`src/rtl/cmp_pkg.sv`:
```
// -----------------------------------------------------------------------------
// cmp_pkg
// Shared definitions for the sequential magnitude comparator:
//   - operand ordering modes (unsigned, two's complement, sign-magnitude)
//   - FSM state encoding
//   - one-hot result struct and a helper that applies the sign-magnitude swap
// -----------------------------------------------------------------------------
package cmp_pkg;

  // Ordering modes. Mode 3 has no name and is handled as unsigned.
  localparam logic [1:0] MODE_UNS = 2'd0;
  localparam logic [1:0] MODE_SGN = 2'd1;
  localparam logic [1:0] MODE_SM  = 2'd2;

  typedef enum logic [1:0] {
    ST_IDLE = 2'd0,
    ST_CMP  = 2'd1,
    ST_DONE = 2'd2
  } state_t;

  // Exactly one field is set while a result is presented, none otherwise.
  typedef struct packed {
    logic gr;
    logic lt;
    logic eq;
  } cmp_res_t;

  localparam cmp_res_t RES_NONE = '{gr: 1'b0, lt: 1'b0, eq: 1'b0};
  localparam cmp_res_t RES_GR   = '{gr: 1'b1, lt: 1'b0, eq: 1'b0};
  localparam cmp_res_t RES_LT   = '{gr: 1'b0, lt: 1'b1, eq: 1'b0};
  localparam cmp_res_t RES_EQ   = '{gr: 1'b0, lt: 1'b0, eq: 1'b1};

  // Turns a differing-chunk verdict into a result. When both sign-magnitude
  // operands are negative, the larger magnitude is the smaller number, so the
  // verdict is mirrored.
  function automatic cmp_res_t order_res(input logic gt, input logic swap);
    return (gt ^ swap) ? RES_GR : RES_LT;
  endfunction

endpackage : cmp_pkg

```
`src/rtl/cmp_chunk.sv`:
```
// -----------------------------------------------------------------------------
// cmp_chunk
// Combinational unsigned comparison of one CHUNK-bit slice.
//   x, y  : slices of operand A and B
//   gt    : x > y
//   lt_o  : x < y
// Neither output set means the slices are equal.
// -----------------------------------------------------------------------------
module cmp_chunk #(
  parameter int CHUNK = 8
) (
  input  logic [CHUNK-1:0] x,
  input  logic [CHUNK-1:0] y,
  output logic             gt,
  output logic             lt_o
);

  assign gt   = (x > y);
  assign lt_o = (x < y);

endmodule : cmp_chunk

```
`src/rtl/comparator_seq.sv`:
```
// -----------------------------------------------------------------------------
// comparator_seq
// Sequential multi-mode magnitude comparator. Operands are captured in IDLE,
// transformed so that every mode reduces to an unsigned compare, then examined
// CHUNK bits per cycle from the MSB down, stopping at the first differing
// chunk. Sign-magnitude operands with different signs are resolved at capture.
//
// Ports
//   clk, rst_n          clock (rising edge), asynchronous active-low reset
//   in_valid / in_ready request handshake; in_ready is high only in IDLE
//   a, b                WIDTH-bit operands
//   mode                0 unsigned, 1 two's complement, 2 sign-magnitude,
//                       3 unsigned
//   out_valid/out_ready result handshake; result held until out_ready
//   gr, lt, eq          registered one-hot result (all 0 while !out_valid)
// -----------------------------------------------------------------------------
module comparator_seq
  import cmp_pkg::*;
#(
  parameter int WIDTH = 32,
  parameter int CHUNK = 8
) (
  input  logic             clk,
  input  logic             rst_n,
  input  logic             in_valid,
  output logic             in_ready,
  input  logic [WIDTH-1:0] a,
  input  logic [WIDTH-1:0] b,
  input  logic [1:0]       mode,
  output logic             out_valid,
  input  logic             out_ready,
  output logic             gr,
  output logic             lt,
  output logic             eq
);

  localparam int NCHUNK = WIDTH / CHUNK;
  localparam int IDX_W  = (NCHUNK > 1) ? $clog2(NCHUNK) : 1;
  localparam int MSB    = WIDTH - 1;
  localparam logic [IDX_W-1:0] IDX_LAST = IDX_W'(NCHUNK - 1);

  state_t           state;
  logic [IDX_W-1:0] idx;
  cmp_res_t         res_q;

  logic [WIDTH-1:0] ra, rb;
  logic             swap_q;
  logic             forced_q;
  cmp_res_t         forced_res_q;

  logic             accept;
  logic [WIDTH-1:0] cap_a, cap_b;
  logic             cap_swap;
  logic             cap_forced;
  cmp_res_t         cap_res;

  logic             chunk_gt, chunk_lt;

  assign in_ready  = (state == ST_IDLE);
  assign accept    = in_valid && in_ready;
  assign gr        = res_q.gr;
  assign lt        = res_q.lt;
  assign eq        = res_q.eq;

  // Capture transform: map every mode onto an unsigned compare of ra/rb.
  // NOTE: every signal assigned here gets a default first, so no path through
  // the case can leave one unassigned and infer a latch.
  always_comb begin
    cap_a      = a;
    cap_b      = b;
    cap_swap   = 1'b0;
    cap_forced = 1'b0;
    cap_res    = RES_NONE;
    case (mode)
      MODE_UNS: ;
      MODE_SGN: begin
        // Flipping the sign bit turns two's-complement order into unsigned order.
        cap_a[MSB] = ~a[MSB];
        cap_b[MSB] = ~b[MSB];
      end
      MODE_SM: begin
        if (a[MSB] != b[MSB]) begin
          cap_forced = 1'b1;
          if ((a[MSB-1:0] == '0) && (b[MSB-1:0] == '0)) begin
            cap_res = RES_EQ;              // +0 and -0 compare equal
          end else begin
            cap_res = a[MSB] ? RES_LT : RES_GR;
          end
        end else begin
          cap_a[MSB] = 1'b0;
          cap_b[MSB] = 1'b0;
          cap_swap   = a[MSB];
        end
      end
      default: ;                           // mode 3 behaves as unsigned
    endcase
  end

  // Operand and capture-side registers are only read in CMP, which is always
  // preceded by an accept that loads them.
  // NOTE: these datapath registers deliberately have no reset; the FSM
  // guarantees they are written before use, so a reset would add nothing.
  always_ff @(posedge clk) begin
    if (accept) begin
      ra           <= cap_a;
      rb           <= cap_b;
      swap_q       <= cap_swap;
      forced_q     <= cap_forced;
      forced_res_q <= cap_res;
    end
  end

  cmp_chunk #(.CHUNK(CHUNK)) u_chunk (
    .x    (ra[CHUNK*idx +: CHUNK]),
    .y    (rb[CHUNK*idx +: CHUNK]),
    .gt   (chunk_gt),
    .lt_o (chunk_lt)
  );

  // Control FSM with registered result outputs.
  // NOTE: sequential state uses non-blocking assignments so every register
  // samples the values from before the edge, independent of statement order.
  always_ff @(posedge clk or negedge rst_n) begin
    if (!rst_n) begin
      state     <= ST_IDLE;
      idx       <= '0;
      out_valid <= 1'b0;
      res_q     <= RES_NONE;
    end else begin
      case (state)
        ST_IDLE: begin
          if (in_valid) begin
            idx   <= IDX_LAST;
            state <= ST_CMP;
          end
        end
        ST_CMP: begin
          if (forced_q) begin
            res_q     <= forced_res_q;
            out_valid <= 1'b1;
            state     <= ST_DONE;
          end else if (chunk_gt || chunk_lt) begin
            res_q     <= order_res(chunk_gt, swap_q);
            out_valid <= 1'b1;
            state     <= ST_DONE;
          end else if (idx == '0) begin
            res_q     <= RES_EQ;
            out_valid <= 1'b1;
            state     <= ST_DONE;
          end else begin
            idx <= idx - 1'b1;
          end
        end
        ST_DONE: begin
          if (out_ready) begin
            out_valid <= 1'b0;
            res_q     <= RES_NONE;
            state     <= ST_IDLE;
          end
        end
        default: begin
          state     <= ST_IDLE;
          out_valid <= 1'b0;
          res_q     <= RES_NONE;
        end
      endcase
    end
  end

endmodule : comparator_seq

```
`config.mk`:
```
export PLATFORM = sky130hd
export DESIGN_NAME = comparator_seq
export DESIGN_NICKNAME = d
export VERILOG_FILES = /design/src/rtl/cmp_pkg.sv /design/src/rtl/cmp_chunk.sv /design/src/rtl/comparator_seq.sv
export SDC_FILE = /design/constraint.sdc
export NUM_CORES = 1
export LEC_CHECK = 0
export CORE_MARGIN = 4
export CORE_UTILIZATION = 35
export CTS_CLUSTER_DIAMETER = 100
export CTS_CLUSTER_SIZE = 30
export DETAILED_ROUTE_END_ITERATION = 12
export PLACE_DENSITY = 0.67
export SYNTH_ARGS = -nofsm -noshare
export SYNTH_HDL_FRONTEND = slang
export SYNTH_SLANG_ARGS = --single-unit
export TNS_END_PERCENT = 10
```
`constraint.sdc`:
```
create_clock -name clk -period 8.9 [get_ports clk]
set_input_delay 1.78 -clock clk [delete_from_list [all_inputs] [get_ports clk]]
set_output_delay 1.78 -clock clk [all_outputs]
set_load 0.02 [all_outputs]
```
After elaboration in Yosys (flattened, before gate mapping)
Index checks and enable logic that the tools add are counted.
Cells by class
  reduce and logical (&&, ||, !) cells: 14
  mux-type cells: 29
  shifts and indexed selects: 2
  equality and inequality tests: 11
  order comparisons: 2
  bitwise operators: 6
  $add $sub $neg: 1
Operator list (number)
  $shiftx 32x6->8: 2
  $logic_not 31->1: 2
  $mux 2: 9
  $mux 3: 6
  $ne 2x2->1 const B: 5
  $pmux 3 s3: 1
  $gt 8x8->1: 1
  $lt 8x8->1: 1
  $mux 1: 8
  $pmux 2 s3: 1
  $reduce_and 3->1: 2
  $not 1->1: 5
  $reduce_and 5->1: 1
  $eq 2x1->1 const B: 2
  $eq 2x2->1 const B: 2
  $logic_not 2->1: 2
  $ne 4x4->1 const B: 1
  $pmux 1 s2: 2
  $pmux 2 s2: 1
  $pmux 1 s3: 1
  $reduce_or 3->1: 1
  $logic_and 1x1->1: 2
  $reduce_and 2->1: 1
  $reduce_bool 2->1: 1
  other kinds (5): 5
Storage, ports and cells
  input port bits: 70
  output and inout bits: 5
  flip-flop bits (word level): 77
  word-level logic and storage cells: 78

Logic depth before layout (Yosys ltp)
Gate-level depths: netlist of the first run.
  depth after elaboration: 7
  gate-level depth with buffers: 10

By module
A second synthesis of the first run with hierarchy kept.
Unflattened totals
  cells, all modules: 198
  area, all modules: 3350.7 um^2
By module, submodules not included
  comparator_seq: cells an instance 169, seq. area each 2272.2 um^2, area each 3139.3 um^2, instances 1
  cmp_chunk: cells an instance 29, seq. area each 0.0 um^2, area each 211.5 um^2, instances 1

Least setup slack after synthesis of the first run
OpenSTA, ideal clock, no wires.
  path type: input -> register
  from: input in_valid
  to: register forced_q (enable)
  setup time: 0.434 ns
  stages on the path: 1
  arrival time: 3.398 ns
  setup slack: 5.068 ns
  path buffers: 0
  path through: and2_1
Between the ends
  word-level cells in the longest chain between the ends: 1
RTL lines
  start, declared: line comparator_seq.sv:25  | input logic in_valid,
  $logic_and 1x1->1: line comparator_seq.sv:60  | assign accept = in_valid && in_ready;
  end signal, assigned: line comparator_seq.sv:108  | forced_q <= cap_forced;
  end, declared: line comparator_seq.sv:48  | logic forced_q;
Every way passes these cells.
A chain may end at the register's enable or synchronous reset.

Worst setup path after layout of the first run
  from: register idx[0]
  to: register res_q, in the netlist gr
Between the ends
  word-level cells in the longest chain between the ends: 7
  elaborated cells on any way between the ends: 13
RTL lines
  start, declared: line comparator_seq.sv:43  | logic [IDX_W-1:0] idx;
  start signal, assigned: line comparator_seq.sv:151  | idx <= idx - 1'b1;
  $shiftx 32x6->8, on equally long branches: line comparator_seq.sv:114, comparator_seq.sv:115
  $gt 8x8->1: line cmp_chunk.sv:18  | assign gt = (x > y);
  $xor 1x1->1: line cmp_pkg.sv:37  | return (gt ^ swap) ? RES_GR : RES_LT;
  $mux 3: line cmp_pkg.sv:37
  $mux 3: line comparator_seq.sv:142  | end else if (chunk_gt || chunk_lt) begin
  $mux 3: line comparator_seq.sv:138  | if (forced_q) begin
  $pmux 3 s3: line comparator_seq.sv:130  | case (state)
  end signal, assigned: line comparator_seq.sv:139  | res_q <= forced_res_q;
  end signal, assigned: line comparator_seq.sv:143  | res_q <= order_res(chunk_gt, swap_q);
  end, declared: line comparator_seq.sv:44  | cmp_res_t res_q;
Parallel ways exist; a longest one is shown, timed or not.

==> results of run 1 <==
## stage by stage
stage / total power, mW / hold WS [ps] / setup slack, ps
floorplan: 0.6514 / 500.9 / 5068
global placement: 0.7388 / 486.0 / 5058
detailed placement: 0.7469 / 484.8 / 5077
CTS: 1.011 / 508.2 / 5322
global route: 1.051 / 523.0 / 5054
finish: 0.9974 / 497.7 / 5398
## critical path, cell delays in order (launching register included)
cell and delay (ps):
dfrtp_1 1090, mux4_2 610, inv_1 100, ha_1 270, a21oi_1 370, a21oi_1 170, nand2b_1 190, a221o_1 320
a32o_1 250
## how the worst max path moves through the flow
stage	startpoint	to	slack (ps)	depth (start not counted)
2_1_floorplan	in_valid	forced_q$_SDFFCE_PN0P_	5070	1
3_3_place_gp	b[15]	forced_res_q[1]$_SDFFCE_PP0P_	5060	6
3_5_place_dp	b[15]	forced_res_q[2]$_SDFFCE_PP0P_	5080	6
4_1_cts	idx[0]$_DFFE_PN0P_	gr$_DFFE_PN0P_	5320	8
5_1_grt	idx[0]$_DFFE_PN0P_	gr$_DFFE_PN0P_	5050	8
6_report	idx[0]$_DFFE_PN0P_	gr$_DFFE_PN0P_	5400	8
## kinds of logic (layout without fill, tap and decap cells)
logic type | Yosys count | in the layout | share of synthesized area (%)
and+or+nand+nor | 55 | 55 | 9.586
AOI/OAI and AO/OA | 25 | 25 | 5.839
buffers and inverters | 20 | 105 | 2.240
adders and majority gates | 13 | 13 | 4.774
muxes | 17 | 17 | 10.87
DFF | 77 | 77 | 66.69
## metal layers
layer / wire length [um] / share of wire (%) / vias to the layer above / track usage [%]
li1: - / - / 997 / -
met1: 3109 / 43 / 995 / 16.32
met2: 3548 / 49 / 64 / 21.58
met3: 474 / 6.6 / 4 / 5.418
met4: 47 / 0.65 / 0 / 3.288
met5: 0 / 0 / - / 0
## area by class of cell
class	instances	area [sq um]	share of cell area (%)
timing repair buffer	75	748.2	16.65
multi-input combinational	110	1060	23.59
clock buffer	9	123.9	2.757
sequential	77	2272	50.57
inverter	15	56.30	1.253
clock inverter	6	71.32	1.587
tap	129	161.4	3.592
## where the power goes
part	total (mW)	switching (mW)	internal [mW]
combinational	0.220	0.112	0.107
sequential	0.515	0.0284	0.486
clock	0.263	0.133	0.130
total	0.997	0.273	0.724
## flip-flops by register name, indices dropped and copies added (netlist names)
signal        flops
eq                1
forced_q          1
forced_res_q      3
gr                1
idx               2
lt                1
out_valid         1
ra               32
rb               32
state             2
swap_q            1
## layout by cell type (no fill, tap or decap), drive strengths merged, types with 3 or more instances in the layout
master	count
nor4	16
or2	3
nand2b	3
nor2	10
inv	17
a21oi	10
mux4	16
clkdlybuf4s50	74
nand2	3
and2	7
edfxtp	69
ha	13
nand4	6
dfrtp	8
clkbuf	9
nor2b	4
==> metrics.txt, run 1 <==
# TYPE chip_impl_metric gauge
chip_impl_info{name="outcome",value="finished clean"} 1
chip_impl_metric{name="max_capacitance_violation_total",unit=""} 0
chip_impl_metric{name="place.detailed.instances",unit=""} 406
chip_impl_info{name="worstReg2RegStart",value="idx[0]$_DFFE_PN0P_"} 1
chip_impl_metric{name="fp.dieArea",unit="sq um"} 11380
chip_impl_metric{name="slew_headroom",unit="%"} 24.74
chip_impl_metric{name="post_synth_instance_area",unit="sq um"} 3407
chip_impl_info{name="cts_tree",value="yes"} 1
chip_impl_metric{name="layout-drive-gt1-share",unit="%"} 13.70
chip_impl_metric{name="wl",unit="um"} 7180
chip_impl_metric{name="synthDistinctLibCells",unit=""} 35
chip_impl_metric{name="fin_setup_tns",unit="ps"} 0
chip_impl_metric{name="clock.fmax",unit="MHz"} 285.5
chip_impl_metric{name="syn2layout_area_growth",unit="%"} 31.88
chip_impl_metric{name="power.density",unit="nW/um^2"} 222.0
chip_impl_metric{name="wire_length_of_the_first_global_routing_pass",unit="um"} 11360
chip_impl_metric{name="synth_async_sr_flop_share",unit="%"} 10.39
chip_impl_info{name="postSynth.topFlopCell",value="edfxtp_1"} 1
chip_impl_metric{name="global_route_usage_sum",unit="%"} 13.20
chip_impl_info{name="timing.setup.critical_path_class",value="register to register"} 1
chip_impl_metric{name="htreeDepth",unit=""} 3
chip_impl_metric{name="reg2reg_slack",unit="ps"} 5400
chip_impl_metric{name="antenna_found_initial",unit=""} 0
chip_impl_info{name="setup_repair_after_global_routing_missed_its_margin",value="false"} 1
chip_impl_metric{name="peakVddDrop",unit="uV"} 101.2
chip_impl_metric{name="finalHoldViolCount",unit=""} 0
chip_impl_metric{name="ys_warn_count",unit=""} 0
chip_impl_metric{name="max_slew.worst_pin.slew",unit="ps"} 1129
chip_impl_metric{name="cts_sinks",unit=""} 77
chip_impl_metric{name="grt_max_degree",unit=""} 70
chip_impl_info{name="cts_root_buffer",value="clkbuf_8"} 1
chip_impl_metric{name="drt-initial-drc-count",unit=""} 93
chip_impl_metric{name="cts_inserted_buffers",unit=""} 9
chip_impl_metric{name="setup_violations",unit=""} 0
chip_impl_metric{name="floorplan.initialDensity",unit="%"} 36.36
chip_impl_metric{name="ioPinCount",unit=""} 75
chip_impl_metric{name="crit_path_max_fanout",unit=""} 20
chip_impl_metric{name="period_share",unit="%"} 39.35
chip_impl_metric{name="num-fill-cells",unit=""} 859
chip_impl_metric{name="post_cts_buffers",unit=""} 0
chip_impl_metric{name="floorplan.die.width",unit="um"} 106.7
chip_impl_metric{name="post-dp-hpwl",unit="um"} 5379
chip_impl_metric{name="globalRoute.totalOverflow",unit=""} 0
chip_impl_metric{name="number_of_enable_type_register_cells_in_the_synthesized_netlist",unit=""} 69
chip_impl_metric{name="syn_inst",unit=""} 207
chip_impl_info{name="holdCritStartpoint",value="eq$_DFFE_PN0P_"} 1
chip_impl_metric{name="floorplan_row_count",unit=""} 35
chip_impl_metric{name="syn-mean-instance-area",unit="sq um"} 16.46
chip_impl_metric{name="numPortBuffers",unit=""} 74
chip_impl_metric{name="chipHeight",unit="um"} 106.7
chip_impl_metric{name="utilization",unit="%"} 47.94
chip_impl_metric{name="worstPathArrival",unit="ps"} 3730
chip_impl_metric{name="cts_buffer_depth",unit=""} 2
chip_impl_metric{name="post_drt_via_cell_ratio",unit=""} 4.893
chip_impl_metric{name="mappedNetlistNets",unit=""} 290
chip_impl_metric{name="gp_congestion",unit=""} 0.7509
chip_impl_metric{name="route.vias.total",unit=""} 2060
chip_impl_info{name="hp-class",value="register to register"} 1
chip_impl_info{name="synthDominantAreaCellType",value="edfxtp_1"} 1
chip_impl_metric{name="insertedDiodeCount",unit=""} 0
chip_impl_metric{name="finClkSkew",unit="ps"} 10.78
chip_impl_metric{name="worst_r2r_path_depth",unit=""} 8
chip_impl_metric{name="wl_per_cell",unit="um"} 17.05
chip_impl_metric{name="leakage",unit="nW"} 1.596
chip_impl_metric{name="first_pass_drt_iterations",unit=""} 4
chip_impl_metric{name="antenna_left",unit=""} 0
chip_impl_metric{name="finalWorstPathRequiredPeriod",unit="ps"} 3502
chip_impl_info{name="cp-end-kind",value="register"} 1
chip_impl_metric{name="worst_ep_required_time",unit="ps"} 9130
chip_impl_info{name="min_delay_worst_endpoint",value="eq$_DFFE_PN0P_"} 1
chip_impl_metric{name="final_cell_area",unit="sq um"} 4493
chip_impl_metric{name="placement.cell_area",unit="sq um"} 4298
chip_impl_metric{name="drt_drc_violations_left",unit=""} 0
chip_impl_metric{name="postSynthRegisterBits",unit=""} 77
chip_impl_metric{name="final_cell_count_without_fillers",unit=""} 421
chip_impl_info{name="most_frequent_cell_after_synthesis",value="edfxtp_1"} 1
chip_impl_metric{name="coreArea",unit="sq um"} 9371
chip_impl_metric{name="first_global_vias",unit=""} 2193
chip_impl_metric{name="slew_viol_final",unit=""} 0
chip_impl_metric{name="synth.yosys.seq_area_share",unit="%"} 66.69
chip_impl_info{name="crit-reg2reg-capture",value="gr$_DFFE_PN0P_"} 1
chip_impl_info{name="post_synth_most_frequent_cells",value="edfxtp_1, mux4_2, nor4_1"} 1
chip_impl_info{name="critical_path.startpoint_type",value="register"} 1
chip_impl_info{name="synth.top_cells.by_area",value="edfxtp_1, mux4_2, dfrtp_1"} 1
chip_impl_metric{name="postCtsResizedCells",unit=""} 0
chip_impl_metric{name="final_nets",unit=""} 371
chip_impl_metric{name="insertion_delay",unit="ps"} 350
chip_impl_metric{name="clkTransAtPathRegs",unit="ps"} 80
chip_impl_metric{name="synth_top_cell_area_share",unit="%"} 60.82
chip_impl_metric{name="min_delay_path_depth",unit=""} 1
chip_impl_metric{name="cts-hold-fix-buffers",unit=""} 0
Power figures use the tool's default switching activity.
==> run 2, diff against run 1 <==
==> constraint.sdc (replaced) <==
create_clock -name clk -period 3.35 [get_ports clk]
set_input_delay 0.67 -clock clk [delete_from_list [all_inputs] [get_ports clk]]
set_output_delay 0.67 -clock clk [all_outputs]
set_load 0.02 [all_outputs]
==> run 2 against run 1 <==
Compared with the run above: first-iteration DRC count increased by 15%; worst hold slack improved by 8.0 ps; clock power increased by 130%; utilization increased by 0.080 points; register-to-register slack got worse by 4800 ps; count of clock-buffer cells in the layout unchanged; via count increased by 2.1%; sequential cell count unchanged; combinational power increased to 2.7 times the previous value; wire length increased by 1.1%; final area increased by 0.17%; critical path type unchanged; largest power group unchanged.
==> metrics.txt, run 2 (synthesis results as in run 1) <==
# TYPE chip_impl_metric gauge
chip_impl_info{name="outcome",value="finished clean"} 1
chip_impl_metric{name="chipHeight",unit="um"} 106.7
chip_impl_metric{name="antenna_found_initial",unit=""} 0
chip_impl_metric{name="multiInputGateArea",unit="sq um"} 1060
chip_impl_metric{name="final_nets",unit=""} 373
chip_impl_metric{name="drt-initial-drc-count",unit=""} 107
chip_impl_metric{name="finClkSkew",unit="ps"} 9.471
chip_impl_metric{name="pre_cts_slack",unit="ps"} 528.7
chip_impl_metric{name="final-seq-area",unit="sq um"} 2272
chip_impl_metric{name="peakVddDrop",unit="uV"} 383.8
chip_impl_metric{name="syn2layout_area_growth",unit="%"} 32.10
chip_impl_metric{name="layout-drive-gt1-share",unit="%"} 13.95
chip_impl_info{name="critical_path.startpoint_type",value="register"} 1
chip_impl_metric{name="post_drt_via_cell_ratio",unit=""} 4.972
chip_impl_info{name="cts_root_buffer",value="clkbuf_8"} 1
chip_impl_metric{name="utilization",unit="%"} 48.02
chip_impl_metric{name="min_delay_path_depth",unit=""} 1
chip_impl_info{name="min_delay_worst_endpoint",value="gr$_DFFE_PN0P_"} 1
chip_impl_metric{name="setup_violations",unit=""} 0
chip_impl_metric{name="cts_inserted_buffers",unit=""} 9
chip_impl_metric{name="finalWorstPathRequiredPeriod",unit="ps"} 2802
chip_impl_info{name="cts_tree",value="yes"} 1
chip_impl_metric{name="htreeDepth",unit=""} 3
chip_impl_metric{name="cts-hold-fix-buffers",unit=""} 0
chip_impl_metric{name="drt_drc_violations_left",unit=""} 0
chip_impl_metric{name="leakage",unit="nW"} 1.605
chip_impl_metric{name="cts_sinks",unit=""} 77
chip_impl_metric{name="num-fill-cells",unit=""} 865
chip_impl_metric{name="ioPinCount",unit=""} 75
chip_impl_info{name="layout_common_cells",value="clkdlybuf4s50_1, edfxtp_1, mux4_2, nor4_1, inv_1"} 1
chip_impl_metric{name="floorplan.initialDensity",unit="%"} 36.36
chip_impl_metric{name="slew_viol_final",unit=""} 0
chip_impl_metric{name="first_pass_drt_iterations",unit=""} 4
chip_impl_info{name="hp-class",value="register to register"} 1
chip_impl_metric{name="grt_max_degree",unit=""} 70
chip_impl_metric{name="wire_length_of_the_first_global_routing_pass",unit="um"} 11450
chip_impl_metric{name="wl",unit="um"} 7257
chip_impl_info{name="timing.setup.critical_path_class",value="register to register"} 1
chip_impl_metric{name="fin_hold_ws",unit="ps"} 505.7
chip_impl_info{name="worstReg2RegStart",value="idx[0]$_DFFE_PN0P_"} 1
chip_impl_metric{name="route.vias.total",unit=""} 2103
chip_impl_metric{name="period_share",unit="%"} 83.64
chip_impl_metric{name="max_slew.worst_pin.slew",unit="ps"} 381.9
chip_impl_metric{name="slew_headroom",unit="%"} 74.31
chip_impl_metric{name="floorplan_row_count",unit=""} 35
chip_impl_metric{name="cts_buffer_depth",unit=""} 2
chip_impl_metric{name="first_global_vias",unit=""} 2261
chip_impl_metric{name="antenna_left",unit=""} 0
chip_impl_info{name="holdCritStartpoint",value="gr$_DFFE_PN0P_"} 1
chip_impl_metric{name="gp_congestion",unit=""} 0.7668
chip_impl_metric{name="critical_path.max_stage_delay",unit="ps"} 540
chip_impl_metric{name="numPortBuffers",unit=""} 74
chip_impl_info{name="layout_commonest_cell",value="clkdlybuf4s50_1"} 1
chip_impl_metric{name="crit_path_max_fanout",unit=""} 20
chip_impl_metric{name="coreArea",unit="sq um"} 9371
chip_impl_info{name="timing.critical_path.slowest_stage_cell",value="mux4_2"} 1
chip_impl_metric{name="finalHoldViolCount",unit=""} 0
chip_impl_metric{name="worstPathArrival",unit="ps"} 3030
chip_impl_metric{name="design_power_total",unit="mW"} 2.558
chip_impl_info{name="crit-reg2reg-capture",value="gr$_DFFE_PN0P_"} 1
chip_impl_metric{name="reg2reg_slack",unit="ps"} 550
chip_impl_info{name="crit_path_frequent_cell",value="a21oi_1"} 1
chip_impl_metric{name="insertedDiodeCount",unit=""} 0
chip_impl_metric{name="floorplan.die.width",unit="um"} 106.7
chip_impl_metric{name="post_cts_buffers",unit=""} 0
chip_impl_metric{name="finalWorstSetupSlack",unit="ps"} 548.0
chip_impl_info{name="worstPathCellList",value="buf_12 -> mux4_2 -> inv_1 -> ha_1 -> a21oi_1 -> a21oi_1 -> nand2b_1 -> a221o_1 -> a32o_1"} 1
chip_impl_metric{name="postCtsResizedCells",unit=""} 0
chip_impl_metric{name="clkTransAtPathRegs",unit="ps"} 70
chip_impl_metric{name="fin_setup_tns",unit="ps"} 0
chip_impl_metric{name="clock.fmax",unit="MHz"} 356.9
chip_impl_metric{name="worst_r2r_path_depth",unit=""} 9
chip_impl_metric{name="max_capacitance_violation_total",unit=""} 0
chip_impl_info{name="layout_top_registers",value="ra: 32 flops, rb: 32 flops, forced_res_q: 3 flops"} 1
chip_impl_metric{name="wl_per_cell",unit="um"} 17.16
chip_impl_metric{name="insertion_delay",unit="ps"} 350
chip_impl_metric{name="power.density",unit="nW/um^2"} 568.5
chip_impl_metric{name="post-dp-hpwl",unit="um"} 5491
chip_impl_info{name="setup_repair_after_global_routing_missed_its_margin",value="false"} 1
chip_impl_metric{name="globalRoute.totalOverflow",unit=""} 0
chip_impl_metric{name="fp.dieArea",unit="sq um"} 11380
chip_impl_info{name="cp-end-kind",value="register"} 1
chip_impl_metric{name="global_route_usage_sum",unit="%"} 13.51
chip_impl_metric{name="worst_ep_required_time",unit="ps"} 3580
==> run 2: cell types whose count changed in the layout (fill, tap and decap cells not counted), sizes merged <==
cell,delta
buf,+2
clkinvlp,-1
inv,-1
clkinv,+3
bufinv,-1
==> run 2: final cells by class <==
class                      instances  area share [%]
tap                              129           3.586
timing repair buffer              77           17.51
sequential                        77           50.49
inverter                          15           1.251
multi-input combinational        110           23.55
clock inverter                     6          0.8618
clock buffer                       9           2.752
==> run 2: how the worst max path moves through the flow <==
stage / startpoint / slack, ps / cells after the start / to
after detailed placement: idx[0]$_DFFE_PN0P_ / 530 / 9 / gr$_DFFE_PN0P_
final: idx[0]$_DFFE_PN0P_ / 550 / 9 / gr$_DFFE_PN0P_
after CTS: idx[0]$_DFFE_PN0P_ / 520 / 9 / gr$_DFFE_PN0P_
after global routing: idx[0]$_DFFE_PN0P_ / 400 / 9 / lt$_DFFE_PN0P_
after floorplan: state[0]$_DFFE_PN0P_ / 340 / 3 / forced_q$_SDFFCE_PN0P_
after global placement: idx[0]$_DFFE_PN0P_ / 570 / 10 / lt$_DFFE_PN0P_
==> run 2: per-stage QoR <==
stage	cell area [sq um]	std cells
floorplan	3407	207
global placement	4338	408
detailed placement	4338	408
CTS	4501	423
global route	4501	423
finish	4501	423
==> run 2: critical path, delay by kind of cell, from the launching register on <==
| kind | cells | cell delay (ps) |
|---|---|---|
| flops | 1 | 380 |
| buf+inv | 2 | 270 |
| mux | 1 | 540 |
| compound gates | 4 | 1050 |
| simple gates | 1 | 180 |
| fa+ha+maj | 1 | 250 |
==> run 2: layer usage <==
| metal | vias up | track usage [%] | routed length, um | share of wire [%] |
|---|---|---|---|---|
| li1 | 998 | - | - | - |
| met1 | 1029 | 16.65 | 3017 | 42 |
| met2 | 71 | 22.66 | 3655 | 50 |
| met3 | 5 | 4.937 | 517 | 7.1 |
| met4 | 0 | 3.288 | 67 | 0.92 |
| met5 | - | 0 | 0 | 0 |
==> run 2: report_power, final <==
part	internal, mW	switching (mW)	total, mW
registers	1.29	0.0779	1.37
logic	0.297	0.300	0.597
clock network	0.263	0.331	0.594
total	1.85	0.708	2.56
==> patch, RTL diff (flow settings as in run 2) <==
Re-encode `state_t` (3 states) as one-hot, 3 bits wide.
--- a/src/rtl/cmp_pkg.sv
+++ b/src/rtl/cmp_pkg.sv
@@ -12,10 +12,10 @@
   localparam logic [1:0] MODE_SGN = 2'd1;
   localparam logic [1:0] MODE_SM  = 2'd2;
 
-  typedef enum logic [1:0] {
-    ST_IDLE = 2'd0,
-    ST_CMP  = 2'd1,
-    ST_DONE = 2'd2
+  typedef enum logic [2:0] {
+    ST_IDLE = 3'b001,
+    ST_CMP  = 3'b010,
+    ST_DONE = 3'b100
   } state_t;
 
   // Exactly one field is set while a result is presented, none otherwise.
Formal check against the unedited RTL: same outputs for any inputs over 10 cycles, from zero or initial values and one cycle with rst_n low; not proved beyond that.
==> patch against run 2 <==
Sequential power up 4%; cell area up 0.86%; area after synthesis up 0.22%; combinational power up 8.2%; sequential cell count up 1; sequential share of layout area up 0.15 points; wire length up 3.2%; worst setup slack better by 0.028 ns; final cell count up 0.71%; critical path type unchanged; hold slack worse by 0.022 ns; global-route usage up 0.65 points; total power up 7.9%; clock power up 15%.
==> patch: results (changes against run 2) <==
| Metric | Value |
|---|---|
| Post-route clock period utilization | 82.8% (-0.85 points) |
| Largest net degree at the start of global routing | 32 (-54%) |
| Global-route wire length before repair | 12.1 mm (+5.4%) |
| Setup WS pre-CTS | 0.565 ns (+0.0359 ns) |
| GR Layer Usage met3 | 5.54% (+0.60 points) |
| M1 GR Usage | 18.9% (+2.2 points) |
| CP Data Arrival Time | 3.01 ns (-0.02 ns) |
| Metal3 WL | 616 microns (+19%) |
| Leak pwr | 1.62 nW (+0.76%) |
| Biggest regs | ra x32, rb x32 |
| Hold path depth | 2 (+1) |
| Clock Skew | 0.00863 ns (-0.000839 ns) |
| Post-synthesis mux area share | 11.2% (+0.31 points) |
| H-tree levels | 3 (unchanged) |
| Top cells by area, synth | edfxtp_1 61%, mux4_2 11%, dfrtp_1 5.9% |
| Synth Area in Compound Gates | 4.87% (-0.97 points) |
| Routed vias | 2157 (+2.6%) |
| Async S/R FF share, synth | 11.5% (+1.1 points) |
| Filler-free cell count of the finished design | 426 (+0.71%) |
| Outcome | completed |
| FILL cells | 854 (-1.3%) |
| Overall Global Routing Usage | 14.2% (+0.65 points) |
| DRT met1 WL | 3.27 mm (+8.5%) |
| Synth Area in Adders | 4.76% (-0.010 points) |
| Worst vdd ir | 0.000236 V (-38%) |
| Share of layout cells above drive strength 1 | 14.8% (+0.87 points) |
| Placed Cells | 410 (+0.49%) |
| Largest delay contributor family on the critical path | multiplexers |
| Met2 Use GR | 21.4% (-1.2 points) |
| Iter 0 DRT Violations | 57 (-47%) |
| Placer Congestion | 0.769 (+0.22%) |
| Routed wl met2 | 3.50 mm (-4.3%) |
| Nets | 375 (+0.54%) |
## patch: cell type report
cell class / count / area share [%]
sequential: 78 / 50.6
tap: 129 / 3.56
inverter: 15 / 1.24
multi-input combinational: 110 / 22.9
clock inverter: 6 / 1.35
timing repair buffer: 78 / 17.5
clock buffer: 10 / 2.81
## patch: worst min-delay path, stage by stage, from the launching register on
cell and delay (ns):
dfrtp_1 0.35, nand2_1 0.05, nand2_1 0.05
## patch: report_power, final
part | switching (mW) | total, mW | internal (mW)
clock | 0.343 | 0.685 | 0.342
combinational | 0.336 | 0.646 | 0.310
sequential | 0.0869 | 1.43 | 1.34
## patch: per-stage QoR
stage | util [%] | hold slack (ns) | total power, mW | instance area, sq um
after floorplan | - | 0.374 | 1.81 | 3410
after global placement | 46.4 | 0.473 | 2.08 | 4350
after detailed placement | 46.4 | 0.474 | 2.10 | 4350
after CTS | 48.4 | 0.494 | 2.79 | 4540
after global routing | 48.4 | 0.522 | 2.91 | 4540
final | 48.4 | 0.484 | 2.76 | 4540
## patch: worst min-delay path by stage
stage | start | end | slack [ns]
CTS | out_valid$_DFFE_PN0P_ | out_valid$_DFFE_PN0P_ | 0.49
global route | out_valid$_DFFE_PN0P_ | out_valid$_DFFE_PN0P_ | 0.52
finish | out_valid$_DFFE_PN0P_ | out_valid$_DFFE_PN0P_ | 0.48
global placement | out_valid$_DFFE_PN0P_ | out_valid$_DFFE_PN0P_ | 0.47
floorplan | rst_n | eq$_DFFE_PN0P_ | 0.37
detailed placement | out_valid$_DFFE_PN0P_ | out_valid$_DFFE_PN0P_ | 0.47
## patch: kinds of logic after synthesis
family                     Yosys count
adders and majority gates           13
AOI/OAI and AO/OA                   25
muxes                               18
buffers and inverters               19
DFF                                 78
and+or+nand+nor                     54
